===== config.mk =====
export PLATFORM = sky130hd
export DESIGN_NAME = vga_timing_gen
export DESIGN_NICKNAME = d
export VERILOG_FILES = /design/src/rtl/vga_timing_gen.sv
export SDC_FILE = /design/constraint.sdc
export NUM_CORES = 1
export LEC_CHECK = 0
export CAP_MARGIN = 20
export CORE_ASPECT_RATIO = 1.25
export CORE_UTILIZATION = 40
export CTS_CLUSTER_SIZE = 16
export DETAILED_ROUTE_END_ITERATION = 8
export PLACE_DENSITY_LB_ADDON = 0.08
export SETUP_SLACK_MARGIN = 0.3
export SLEW_MARGIN = 0
export SYNTH_ARGS = -nofsm -noshare
export SYNTH_HDL_FRONTEND = slang
export SYNTH_SLANG_ARGS = --single-unit

===== constraint.sdc =====
create_clock -name vga_clk -period 5 [get_ports vga_clk]
set_input_delay 1 -clock vga_clk [delete_from_list [all_inputs] [get_ports vga_clk]]
set_output_delay 1 -clock vga_clk [all_outputs]
set_load 0.02 [all_outputs]

===== src/rtl/vga_timing_gen.sv =====
// 640x480@60 raster timing: pixel/line counters, delayed active-low syncs and blank,
// plus a start-of-vblank pulse and a wrapping frame counter.
module vga_timing_gen #(
    parameter int unsigned H_VISIBLE  = 640,
    parameter int unsigned H_FP       = 16,
    parameter int unsigned H_SYNC     = 96,
    parameter int unsigned H_BP       = 48,
    parameter int unsigned V_VISIBLE  = 480,
    parameter int unsigned V_FP       = 10,
    parameter int unsigned V_SYNC     = 2,
    parameter int unsigned V_BP       = 33,
    parameter int unsigned SYNC_DELAY = 1
) (
    input  logic       vga_clk,
    input  logic       reset_n,
    input  logic       pix_en,
    output logic [9:0] DrawX,
    output logic [9:0] DrawY,
    output logic       hs,
    output logic       vs,
    output logic       blank,
    output logic       vblank_start,
    output logic [7:0] frame_count
);

    localparam int unsigned H_TOTAL = H_VISIBLE + H_FP + H_SYNC + H_BP;
    localparam int unsigned V_TOTAL = V_VISIBLE + V_FP + V_SYNC + V_BP;

    localparam logic [9:0] H_MAX      = 10'(H_TOTAL - 1);
    localparam logic [9:0] V_MAX      = 10'(V_TOTAL - 1);
    localparam logic [9:0] H_VIS      = 10'(H_VISIBLE);
    localparam logic [9:0] V_VIS      = 10'(V_VISIBLE);
    localparam logic [9:0] HS_START   = 10'(H_VISIBLE + H_FP);
    localparam logic [9:0] HS_END     = 10'(H_VISIBLE + H_FP + H_SYNC);
    localparam logic [9:0] VS_START   = 10'(V_VISIBLE + V_FP);
    localparam logic [9:0] VS_END     = 10'(V_VISIBLE + V_FP + V_SYNC);

    logic [9:0] h_cnt_q, h_cnt_d;
    logic [9:0] v_cnt_q, v_cnt_d;
    logic [7:0] frame_q, frame_d;
    logic       hs_raw, vs_raw, blank_raw;

    assign DrawX        = h_cnt_q;
    assign DrawY        = v_cnt_q;
    assign frame_count  = frame_q;
    assign vblank_start = pix_en && (h_cnt_q == 10'd0) && (v_cnt_q == V_VIS);

    assign blank_raw = (h_cnt_q < H_VIS) && (v_cnt_q < V_VIS);
    assign hs_raw    = !((h_cnt_q >= HS_START) && (h_cnt_q < HS_END));
    assign vs_raw    = !((v_cnt_q >= VS_START) && (v_cnt_q < VS_END));

    always_comb begin
        h_cnt_d = h_cnt_q;
        v_cnt_d = v_cnt_q;
        frame_d = frame_q;
        if (pix_en) begin
            if (h_cnt_q == H_MAX) begin
                h_cnt_d = 10'd0;
                v_cnt_d = (v_cnt_q == V_MAX) ? 10'd0 : v_cnt_q + 10'd1;
            end else begin
                h_cnt_d = h_cnt_q + 10'd1;
            end
            if (vblank_start) begin
                frame_d = frame_q + 8'd1;
            end
        end
    end

    always_ff @(posedge vga_clk or negedge reset_n) begin
        if (!reset_n) begin
            h_cnt_q <= 10'd0;
            v_cnt_q <= 10'd0;
            frame_q <= 8'd0;
        end else begin
            h_cnt_q <= h_cnt_d;
            v_cnt_q <= v_cnt_d;
            frame_q <= frame_d;
        end
    end

    // Each stage holds {hs, vs, blank}; stages reset to the inactive levels.
    generate
        if (SYNC_DELAY == 0) begin : g_no_delay
            assign hs    = hs_raw;
            assign vs    = vs_raw;
            assign blank = blank_raw;
        end else begin : g_delay
            logic [2:0] pipe_q [SYNC_DELAY];

            always_ff @(posedge vga_clk or negedge reset_n) begin
                if (!reset_n) begin
                    for (int i = 0; i < int'(SYNC_DELAY); i++) begin
                        pipe_q[i] <= 3'b110;
                    end
                end else if (pix_en) begin
                    pipe_q[0] <= {hs_raw, vs_raw, blank_raw};
                    for (int i = 1; i < int'(SYNC_DELAY); i++) begin
                        pipe_q[i] <= pipe_q[i-1];
                    end
                end
            end

            assign hs    = pipe_q[SYNC_DELAY-1][2];
            assign vs    = pipe_q[SYNC_DELAY-1][1];
            assign blank = pipe_q[SYNC_DELAY-1][0];
        end
    endgenerate

endmodule


# ---- After elaboration in Yosys (flattened, before gate mapping)
# Cells that the tools add are included.
dict set report totals {
  inputBits 3
  latch_bits 0
  ramBits 0
  reg_bits 31
  wordCells 28
  mem_count 0
  rom_bits 0
}
dict set report classes {
  shift 0
  muxes 2
  bitwise 0
  magnitude_cmp 6
  reduce_logical 10
  n_div 0
  n_mul 0
  eq_ne 3
  n_addsub 3
}
# cell count
set ops {}
lappend ops {{$add 10x1->10 const B} 2}
lappend ops {{$eq 10x10->1 const B} 2}
lappend ops {{$lt 10x10->1 const B} 2}
lappend ops {{$lt 10x9->1 const B} 2}
lappend ops {{$mux 10} 2}
lappend ops {{$eq 10x9->1 const B} 1}
lappend ops {{$ge 10x10->1 const B} 1}
lappend ops {{$ge 10x9->1 const B} 1}
lappend ops {{$logic_not 10->1} 1}
lappend ops {{$add 8x1->8 const B} 1}
lappend ops {{$logic_and 1x1->1} 5}
lappend ops {{$reduce_and 2->1} 2}
lappend ops {{$logic_not 1->1} 2}

# ---- Logic depth before layout (Yosys ltp)
# Gate-level depths: netlist of run 1.
dict set report depth {
  ltp_word 4
  mapped_depth 6
  ltp_nobuf 6
}

# ---- Worst setup path after synthesis of run 1
# No wires, ideal clock.
dict set report synth_timing {
  kind {input to output}
  from {input pix_en}
  to {output vblank_start}
  setup_slack_ps 2341
  required_time_ps 4000
  arrival_time_ps 1659
  cell_stages 2
  n_path_buf 0
  cell_sequence {nand4b_2 > nor3b_2}
}
dict set report synth_via {
  elab_chain_cells 2
}
# element line
set synth_rtl {}
lappend synth_rtl {{from (decl)} 16} ;# input logic pix_en,
lappend synth_rtl {{$logic_and 1x1->1 (2 in series)} 46} ;# assign vblank_start = pix_en && (h_cnt_q == 10'd0) && (v_cnt_q == V_VIS);
lappend synth_rtl {{to (decl)} 22} ;# output logic vblank_start,
# No other way between the ends.

# ---- Worst setup path in the final report of run 1
# Same ends and word-level chain as after synthesis.

==> results of run 1 <==
worst max-delay path, cell delays in order:
cell and delay (ns):
clkdlybuf4s50_1 0.45, buf_4 0.17, nand4b_2 0.24, nor3b_2 0.36
clkdlybuf4s50_1 0.66
state kept, by name (all words and copies together), names as in the netlist:
| register | cells |
|---|---|
| DrawX | 10 |
| DrawY | 10 |
| frame_count | 8 |
| g_delay.pipe_q | 3 |
cell type report:
type	count	area (sq um)
fill	365	1720
sequential	31	778
multi-input combinational	114	776
timing repair buffer	36	355
clock buffer	7	86.3
tap	54	67.6
inverter	8	30.0
clock inverter	1	5.00
metal layers:
layer / vias up / part of all wire, % / global-route usage (%)
met1: 652 / 45 / 23.9
li1: 641 / - / -
met3: 5 / 3.7 / 6.21
met2: 33 / 50 / 30.9
met5: - / 0 / 0
met4: 0 / 1.4 / 10.1
power groups by stage:
stage / clock, W / sequential [W] / combinational, W
final: 0.000204 / 0.000307 / 0.000122
after global routing: 0.000220 / 0.000312 / 0.000135
after CTS: 0.000210 / 0.000307 / 0.000123
after detailed placement: 0 / 0.000312 / 0.000122
after global placement: 0 / 0.000311 / 0.000121
after floorplan: 0 / 0.000317 / 0.0000609
through the flow:
step	utilization, %	std cells	hold slack [ns]	setup slack [ns]	total power (W)
6_report	55.0	251	0.467	1.11	0.000633
5_1_grt	55.0	251	0.487	0.976	0.000666
4_1_cts	55.0	251	0.470	1.10	0.000640
3_5_place_dp	52.6	243	0.461	1.10	0.000434
3_3_place_gp	52.6	243	0.458	1.15	0.000433
2_1_floorplan	-	158	0.516	2.34	0.000378
final timing paths:
kind	startpoint	cells past startpoint	to	slack [ns]
max in group asynchronous	reset_n	2	g_delay.pipe_q[2]$_DFFE_PN1P_	3.57
hold / removal	frame_count[7]$_DFFE_PN0P_	1	frame_count[7]$_DFFE_PN0P_	0.47
setup reg to reg	DrawX[0]$_DFFE_PN0P_	5	DrawY[4]$_DFFE_PN0P_	2.69
setup / recovery	pix_en	5	vblank_start	1.11
min in group asynchronous	reset_n	2	frame_count[0]$_DFFE_PN0P_	1.10
hold reg to reg	frame_count[7]$_DFFE_PN0P_	1	frame_count[7]$_DFFE_PN0P_	0.47
kinds of logic (layout without fill, tap and decap cells):
kind of cell,after synthesis,count (layout)
and+or+nand+nor,71,71
DFF,31,31
AOI/OAI and AO/OA,18,18
xor gates and xnor gates,17,17
buffers and inverters,13,52
adders and majority gates,5,5
muxes,3,3
synthesized netlist by cell type, types with 2 or more instances:
library cell / count
inv_1: 8
ha_1: 5
nor3_1: 5
o21ai_0: 8
o22ai_1: 2
nor2_1: 9
nand3_1: 11
a21oi_1: 5
buf_2: 2
dfstp_2: 2
nand2_1: 13
clkbuf_1: 3
and3_1: 2
nand2b_1: 2
mux2i_1: 2
nand4_1: 9
nor4bb_1: 2
dfrtp_1: 29
nor4_1: 5
xor2_1: 12
xnor2_1: 5
==> impl_metrics.ini, run 1 <==
[status]
status = completed

[job]
maxCapViolations = 0

[clocking]
cts.sinks = 31
cts_inserted_buffers = 5
post-cts-setup-buffer-count = 0
cts-resized-gates = 0
cts_tree = done
cts_root_buffer = clkbuf_8
holdBufCountCts = 0
clk_pin_slew_worst_paths_ns = 0.07
cts_max_level = 2
clk_latency_ns = 0.28
cts.path.max_buffers = 2

[layout]
fin_area_sq_um = 2100
mostFrequentLayoutCell = clkdlybuf4s50_1
final_layout_size_suffix_gt1_share_pct = 8.63
final_cell_mix = clkdlybuf4s50_1 (34), dfrtp_1 (29), nand2_1 (13), xor2_1 (12), nand3_1 (11)
syn_to_final_growth_pct = 30.7
insertedDiodeCount = 0
layout.nets = 204

[global_routing]
grt_first_pass_wirelength_microns = 6290
grt_pass1_vias = 1402
track_usage_pct = 19.6
grt_overflow = 0
grt_max_degree = 32
antenna_found_initial = 0

[power_and_ir_drop]
pwr-share-clk_pct = 32.2
max-vdd-ir-drop_mv = 0.194
switching_share_pct = 30.5
p_sw_w = 0.000193
p_int_w = 0.000439
power_frac_comb_pct = 19.2
powerDensity_nw_per_um2 = 302
leakagePower_nw = 0.908
sequentialPowerShare_pct = 48.6

[sta]
finalSetupTns_ns = 0
hold_violations = 0
relSlewSlack_pct = 40.4
fmax_mhz = 257
rsz0062_at_grt = no
layout_worst_path_cycle_share_pct = 77.8
finalMaxSlewViolations = 0
finalClockSkew_ns = 0.00708
layout_min_cycle_time_ns = 3.89
worst_pin_slew_ns = 0.887
setup_viol = 0

[placed_design]
gp_congestion = 0.855
portBuffers = 34
dpl_cell_area_sq_um = 2010
hpwl_microns = 2550

[detailed_routing]
wl_per_cell_microns = 14.5
wl_microns = 3650
dr.pass1.iters = 4
vias_per_cell = 5.30
drc = 0
antenna_left = 0
drt-initial-drc-count = 28
vias = 1331

[logic_synthesis]
mappedNetlistArea_sq_um = 1610
synth.avg_cell_area_sq_um = 10.2
synth_top_family_by_area = simple AND/OR/NAND/NOR gates
synth_compound_area_share_pct = 6.55
syn_nets = 166
synth_xor_area_share_pct = 9.28
yosysUniqueCellTypes = 38
synth_simple_gate_area_share_pct = 26.7
synth_top_area_share_pct = 45.2
async_reset_ff_share_pct = 100
yosys.area.top_type = dfrtp_1
ys_ff_latch = 31
synthAdderAreaFrac_pct = 3.90
muxShareOfSynthArea_pct = 1.95
synthCells = 158
synthFlopType = dfrtp_1
synthTopCellsByArea = dfrtp_1 (45%), xor2_1 (6.5%), ha_1 (3.9%), nand4_1 (3.5%), nand3_1 (3.4%)
seq_area_frac_synth_pct = 48.5
ys_warn_count = 0
synth_edf_count = 0

[setup_path]
worstSetupEndpointType = output pin
cp_max_fo = 13
critPathRequiredTime_ns = 4.00
crit_arrival_ns = 2.89
crit_type = in2out
start_kind = input pin

[floorplanning]
start_util_pct = 42.1
core_area_sq_um = 3820
die_area_sq_um = 4270
rows = 25
dieHeight_microns = 72.8
fp.dieW_microns = 58.7
ios = 35

[hold_path]
hp-class = reg2reg
Note: power is estimated with default switching activity, not from simulation.
==> inputs of run 2 (changes only) <==
Clock period 5 ns to 3.74 ns, I/O delays scaled along.
==> run 2 against run 1 <==
  * Count of clock-buffer cells in the layout is 1 lower
  * Register-to-register slack lost 1.1 ns
  * Cell area up 1.6%
  * Critical path depth is 1 lower
  * Clock power is 69% higher
  * Worst setup slack got worse by 0.62 ns
  * Cell count rose by 0.40%
  * Total power up 46%
  * Die area stayed put
  * Sequential cell count unchanged
  * Largest cell class unchanged
  * Via count grew 1.2%
==> impl_metrics.ini, run 2 (synthesized netlist as in run 1, its figures left out) <==
[power_and_ir_drop]
powerDensity_nw_per_um2 = 433
leakagePower_nw = 0.926
max-vdd-ir-drop_mv = 0.294

[floorplanning]
rows = 25
die_area_sq_um = 4270
core_area_sq_um = 3820
fp.dieW_microns = 58.7
start_util_pct = 42.1
ios = 35
dieHeight_microns = 72.8

[clocking]
cts_tree = done
cts_root_buffer = clkbuf_8
cts-resized-gates = 0
cts_inserted_buffers = 5
cts.path.max_buffers = 2
cts.sinks = 31
clk_latency_ns = 0.28
clk_pin_slew_worst_paths_ns = 0.07
holdBufCountCts = 0
cts_max_level = 2
post-cts-setup-buffer-count = 0

[global_routing]
grt_overflow = 0
grt_pass1_vias = 1307
grt_first_pass_wirelength_microns = 6180
antenna_found_initial = 0
track_usage_pct = 19.3
grt_max_degree = 32

[detailed_routing]
drt-initial-drc-count = 78
antenna_left = 0
dr.pass1.iters = 4
wl_per_cell_microns = 14.7
drc = 0
wl_microns = 3700
vias_per_cell = 5.35
vias = 1347

[layout]
insertedDiodeCount = 0
layout.nets = 205
final_cell_count_no_fill = 252
fillers = 370
multiInputGateArea_sq_um = 776
final_util_pct = 55.9
syn_to_final_growth_pct = 32.8
final_layout_size_suffix_gt1_share_pct = 9.60
final_cell_mix = clkdlybuf4s50_1 (34), dfrtp_1 (29), nand2_1 (13), xor2_1 (12), nand3_1 (11)
register_area_sq_um = 778
mostFrequentLayoutCell = clkdlybuf4s50_1

[sta]
finalMaxSlewViolations = 0
finalClockSkew_ns = 0.00595
relSlewSlack_pct = 72.3
finalSetupTns_ns = 0
layout_min_cycle_time_ns = 3.25
hold-worst-slack_ns = 0.481
rsz0062_at_grt = no
worst_pin_slew_ns = 0.410
hold_violations = 0
layout_worst_path_cycle_share_pct = 86.8
layout_setup_ws_ns = 0.493
fmax_mhz = 308
setup_viol = 0

[job]
maxCapViolations = 0

[placed_design]
gp_congestion = 0.872
numPlacedInstances = 244
portBuffers = 34
hpwl_microns = 2590
place_ws_ns = 0.476

[setup_path]
cp_max_fo = 8
worstSetupEndpointType = output pin
critPathLaunch = pix_en
critPathRequiredTime_ns = 2.99
start_kind = input pin
r2r_start = DrawX[1]$_DFFE_PN0P_
crit_type = in2out
crit_arrival_ns = 2.50

[status]
status = completed

[hold_path]
hp-class = reg2reg
holdCritStartpoint = frame_count[7]$_DFFE_PN0P_
-- run 2: cell types whose count changed in the layout (fill, tap and decap cells not counted), sizes merged --
cell,change
bufinv,+1
clkbuf,-1
buf,+1
-- run 2: worst paths after layout --
kind	endpoint	slack, ns	depth (start not counted)
setup / recovery	vblank_start	0.49	4
hold / removal	frame_count[7]$_DFFE_PN0P_	0.48	1
setup reg to reg	DrawY[8]$_DFFE_PN0P_	1.64	5
hold reg to reg	frame_count[7]$_DFFE_PN0P_	0.48	1
max in group asynchronous	g_delay.pipe_q[2]$_DFFE_PN1P_	2.56	2
min in group asynchronous	frame_count[0]$_DFFE_PN0P_	0.85	2
-- run 2: layer usage --
metal,vias to the layer above,track usage [%],share of wire [%]
li1,647,-,-
met1,651,25.5,47
met2,43,29.8,47
met3,6,5.32,4.4
met4,0,7.67,1.4
met5,-,0,0
-- run 2: worst max-delay path, stage by stage --
cell,delay [ns]
clkdlybuf4s50_1,0.50
nand4b_2,0.24
nor3b_2,0.35
clkdlybuf4s50_1,0.66
-- run 2: cell type report --
class,instances,share of cell area (%)
tap,54,3.17
multi-input combinational,114,36.4
timing repair buffer,37,17.0
inverter,8,1.41
sequential,31,36.5
clock inverter,2,1.64
clock buffer,6,3.87
-- run 2: where the power goes --
part | internal, W | switching, W
Clock | 0.000215 | 0.000129
Sequential | 0.000361 | 0.0000525
Combinational | 0.0000781 | 0.0000862
-- run 2: per-stage QoR --
step / power (W) / cell area, sq um
3_3_place_gp: 0.000579 / 2010
4_1_cts: 0.000932 / 2130
5_1_grt: 0.000966 / 2130
6_report: 0.000923 / 2130
2_1_floorplan: 0.000505 / 1610
3_5_place_dp: 0.000585 / 2010
==> inputs of run 3 (changes only) <==
Settings changed: CORE_UTILIZATION 40 to 45.
==> run 3 against run 2 <==
  * Sequential cell count stayed put
  * Combinational power about the same
  * Count of clock-buffer cells in the layout unchanged
  * Cell area is 2.4% lower
==> impl_metrics.ini, run 3 (synthesized netlist as in run 1, its figures left out) <==
[global_routing]
antenna_found_initial = 0
grt_max_degree = 32
grt_first_pass_wirelength_microns = 5900
grt_overflow = 0
track_usage_pct = 20.4
grt_pass1_vias = 1297

[clocking]
holdBufCountCts = 0
post-cts-setup-buffer-count = 0
cts.path.max_buffers = 2
cts_max_level = 2
cts.sinks = 31
cts_inserted_buffers = 5
cts-resized-gates = 0
clk_latency_ns = 0.28
cts_tree = done
clk_pin_slew_worst_paths_ns = 0.06
cts_root_buffer = clkbuf_8

[sta]
finalSetupTns_ns = 0
worst_pin_slew_ns = 0.447
layout_setup_ws_ns = 0.494
rsz0062_at_grt = no
fmax_mhz = 308
finalClockSkew_ns = 0.00368
hold_violations = 0
layout_min_cycle_time_ns = 3.25
setup_viol = 0
layout_worst_path_cycle_share_pct = 86.8
relSlewSlack_pct = 69.8
finalMaxSlewViolations = 0

[hold_path]
hp-class = reg2reg

[detailed_routing]
wl_microns = 3530
antenna_left = 0
drt-initial-drc-count = 51
dr.pass1.iters = 4
vias_per_cell = 5.68
vias = 1330
drc = 0
wl_per_cell_microns = 15.1

[placed_design]
portBuffers = 34
gp_congestion = 0.846
place_ws_ns = 0.497
hpwl_microns = 2550

[power_and_ir_drop]
power_frac_comb_pct = 19.5
sequentialPowerShare_pct = 49.1
powerDensity_nw_per_um2 = 404
switching_share_pct = 30.5
power.total_w = 0.000840
p_sw_w = 0.000256
p_int_w = 0.000584
max-vdd-ir-drop_mv = 0.327
leakagePower_nw = 0.912
pwr-share-clk_pct = 31.4

[floorplanning]
core_area_sq_um = 3310
start_util_pct = 48.5
ios = 35
die_area_sq_um = 3810
dieHeight_microns = 68.8
rows = 23
fp.dieW_microns = 55.4

[layout]
syn_to_final_growth_pct = 29.6
insertedDiodeCount = 0
final_layout_size_suffix_gt1_share_pct = 9.14
layout.nets = 205
fillers = 285
final_cell_mix = clkdlybuf4s50_1 (34), dfrtp_1 (29), nand2_1 (13), xor2_1 (12), nand3_1 (11)
mostFrequentLayoutCell = clkdlybuf4s50_1

[job]
maxCapViolations = 0

[setup_path]
crit_type = in2out
r2r_cells = 6
crit_arrival_ns = 2.50
critPathRequiredTime_ns = 2.99
rr_endpoint = frame_count[7]$_DFFE_PN0P_
worstSetupEndpointType = output pin
r2r_start = DrawY[1]$_DFFE_PN0P_
start_kind = input pin
cp_max_fo = 8
r2r_slack_ns = 1.60
critPathLaunch = pix_en
critPathCapture = vblank_start

[status]
status = completed
[run 3: changes by cell type in the layout (fill, tap and decap cells not counted)]
cell | before | now
bufinv_16 | 1 | 0
[run 3: per-layer routing]
layer / track usage [%] / part of all wire, % / vias up
met2: 34.3 / 48 / 30
met1: 24.6 / 47 / 652
met5: 0 / 0 / -
li1: - / - / 640
met3: 5.97 / 3.3 / 8
met4: 9.06 / 2.1 / 0
[run 3: per-stage QoR]
step | util (%) | hold WS, ns | std cells | instance area [sq um]
floorplan | - | 0.452 | 158 | 1610
global placement | 60.2 | 0.456 | 227 | 1990
detailed placement | 60.2 | 0.472 | 227 | 1990
CTS | 62.9 | 0.485 | 234 | 2080
global route | 62.9 | 0.505 | 234 | 2080
finish | 62.9 | 0.474 | 234 | 2080
[run 3: worst min-delay path by stage]
| stage | cells after the start | end | slack (ns) | from |
|---|---|---|---|---|
| 2_1_floorplan | 0 | DrawX[0]$_DFFE_PN0P_ | 0.45 | reset_n |
| 3_3_place_gp | 1 | frame_count[7]$_DFFE_PN0P_ | 0.46 | frame_count[7]$_DFFE_PN0P_ |
| 3_5_place_dp | 1 | frame_count[7]$_DFFE_PN0P_ | 0.47 | frame_count[7]$_DFFE_PN0P_ |
| 4_1_cts | 1 | frame_count[7]$_DFFE_PN0P_ | 0.48 | frame_count[7]$_DFFE_PN0P_ |
| 5_1_grt | 1 | frame_count[7]$_DFFE_PN0P_ | 0.50 | frame_count[7]$_DFFE_PN0P_ |
| 6_report | 1 | frame_count[7]$_DFFE_PN0P_ | 0.47 | frame_count[7]$_DFFE_PN0P_ |
[run 3: power by group through the flow]
stage	clock (W)	sequential (W)	combinational [W]
floorplan	0	0.000423	0.0000814
finish	0.000264	0.000413	0.000164
global route	0.000288	0.000418	0.000179
detailed placement	0	0.000418	0.000165
CTS	0.000270	0.000412	0.000165
global placement	0	0.000416	0.000162
[run 3: cell type report]
class	count	area, sq um	share of cell area (%)
Inverter	8	30.0	1.44
Timing Repair Buffer	37	363	17.4
Multi-Input combinational cell	114	776	37.3
Clock inverter	1	5.00	0.241
Clock buffer	6	82.6	3.97
Sequential cell	31	778	37.4
Tap cell	37	46.3	2.22
[run 3: worst max-delay path, stage by stage]
cell and delay, ns:
clkdlybuf4s50_1 0.51, nand4b_2 0.25, nor3b_2 0.34, clkdlybuf4s50_1 0.65
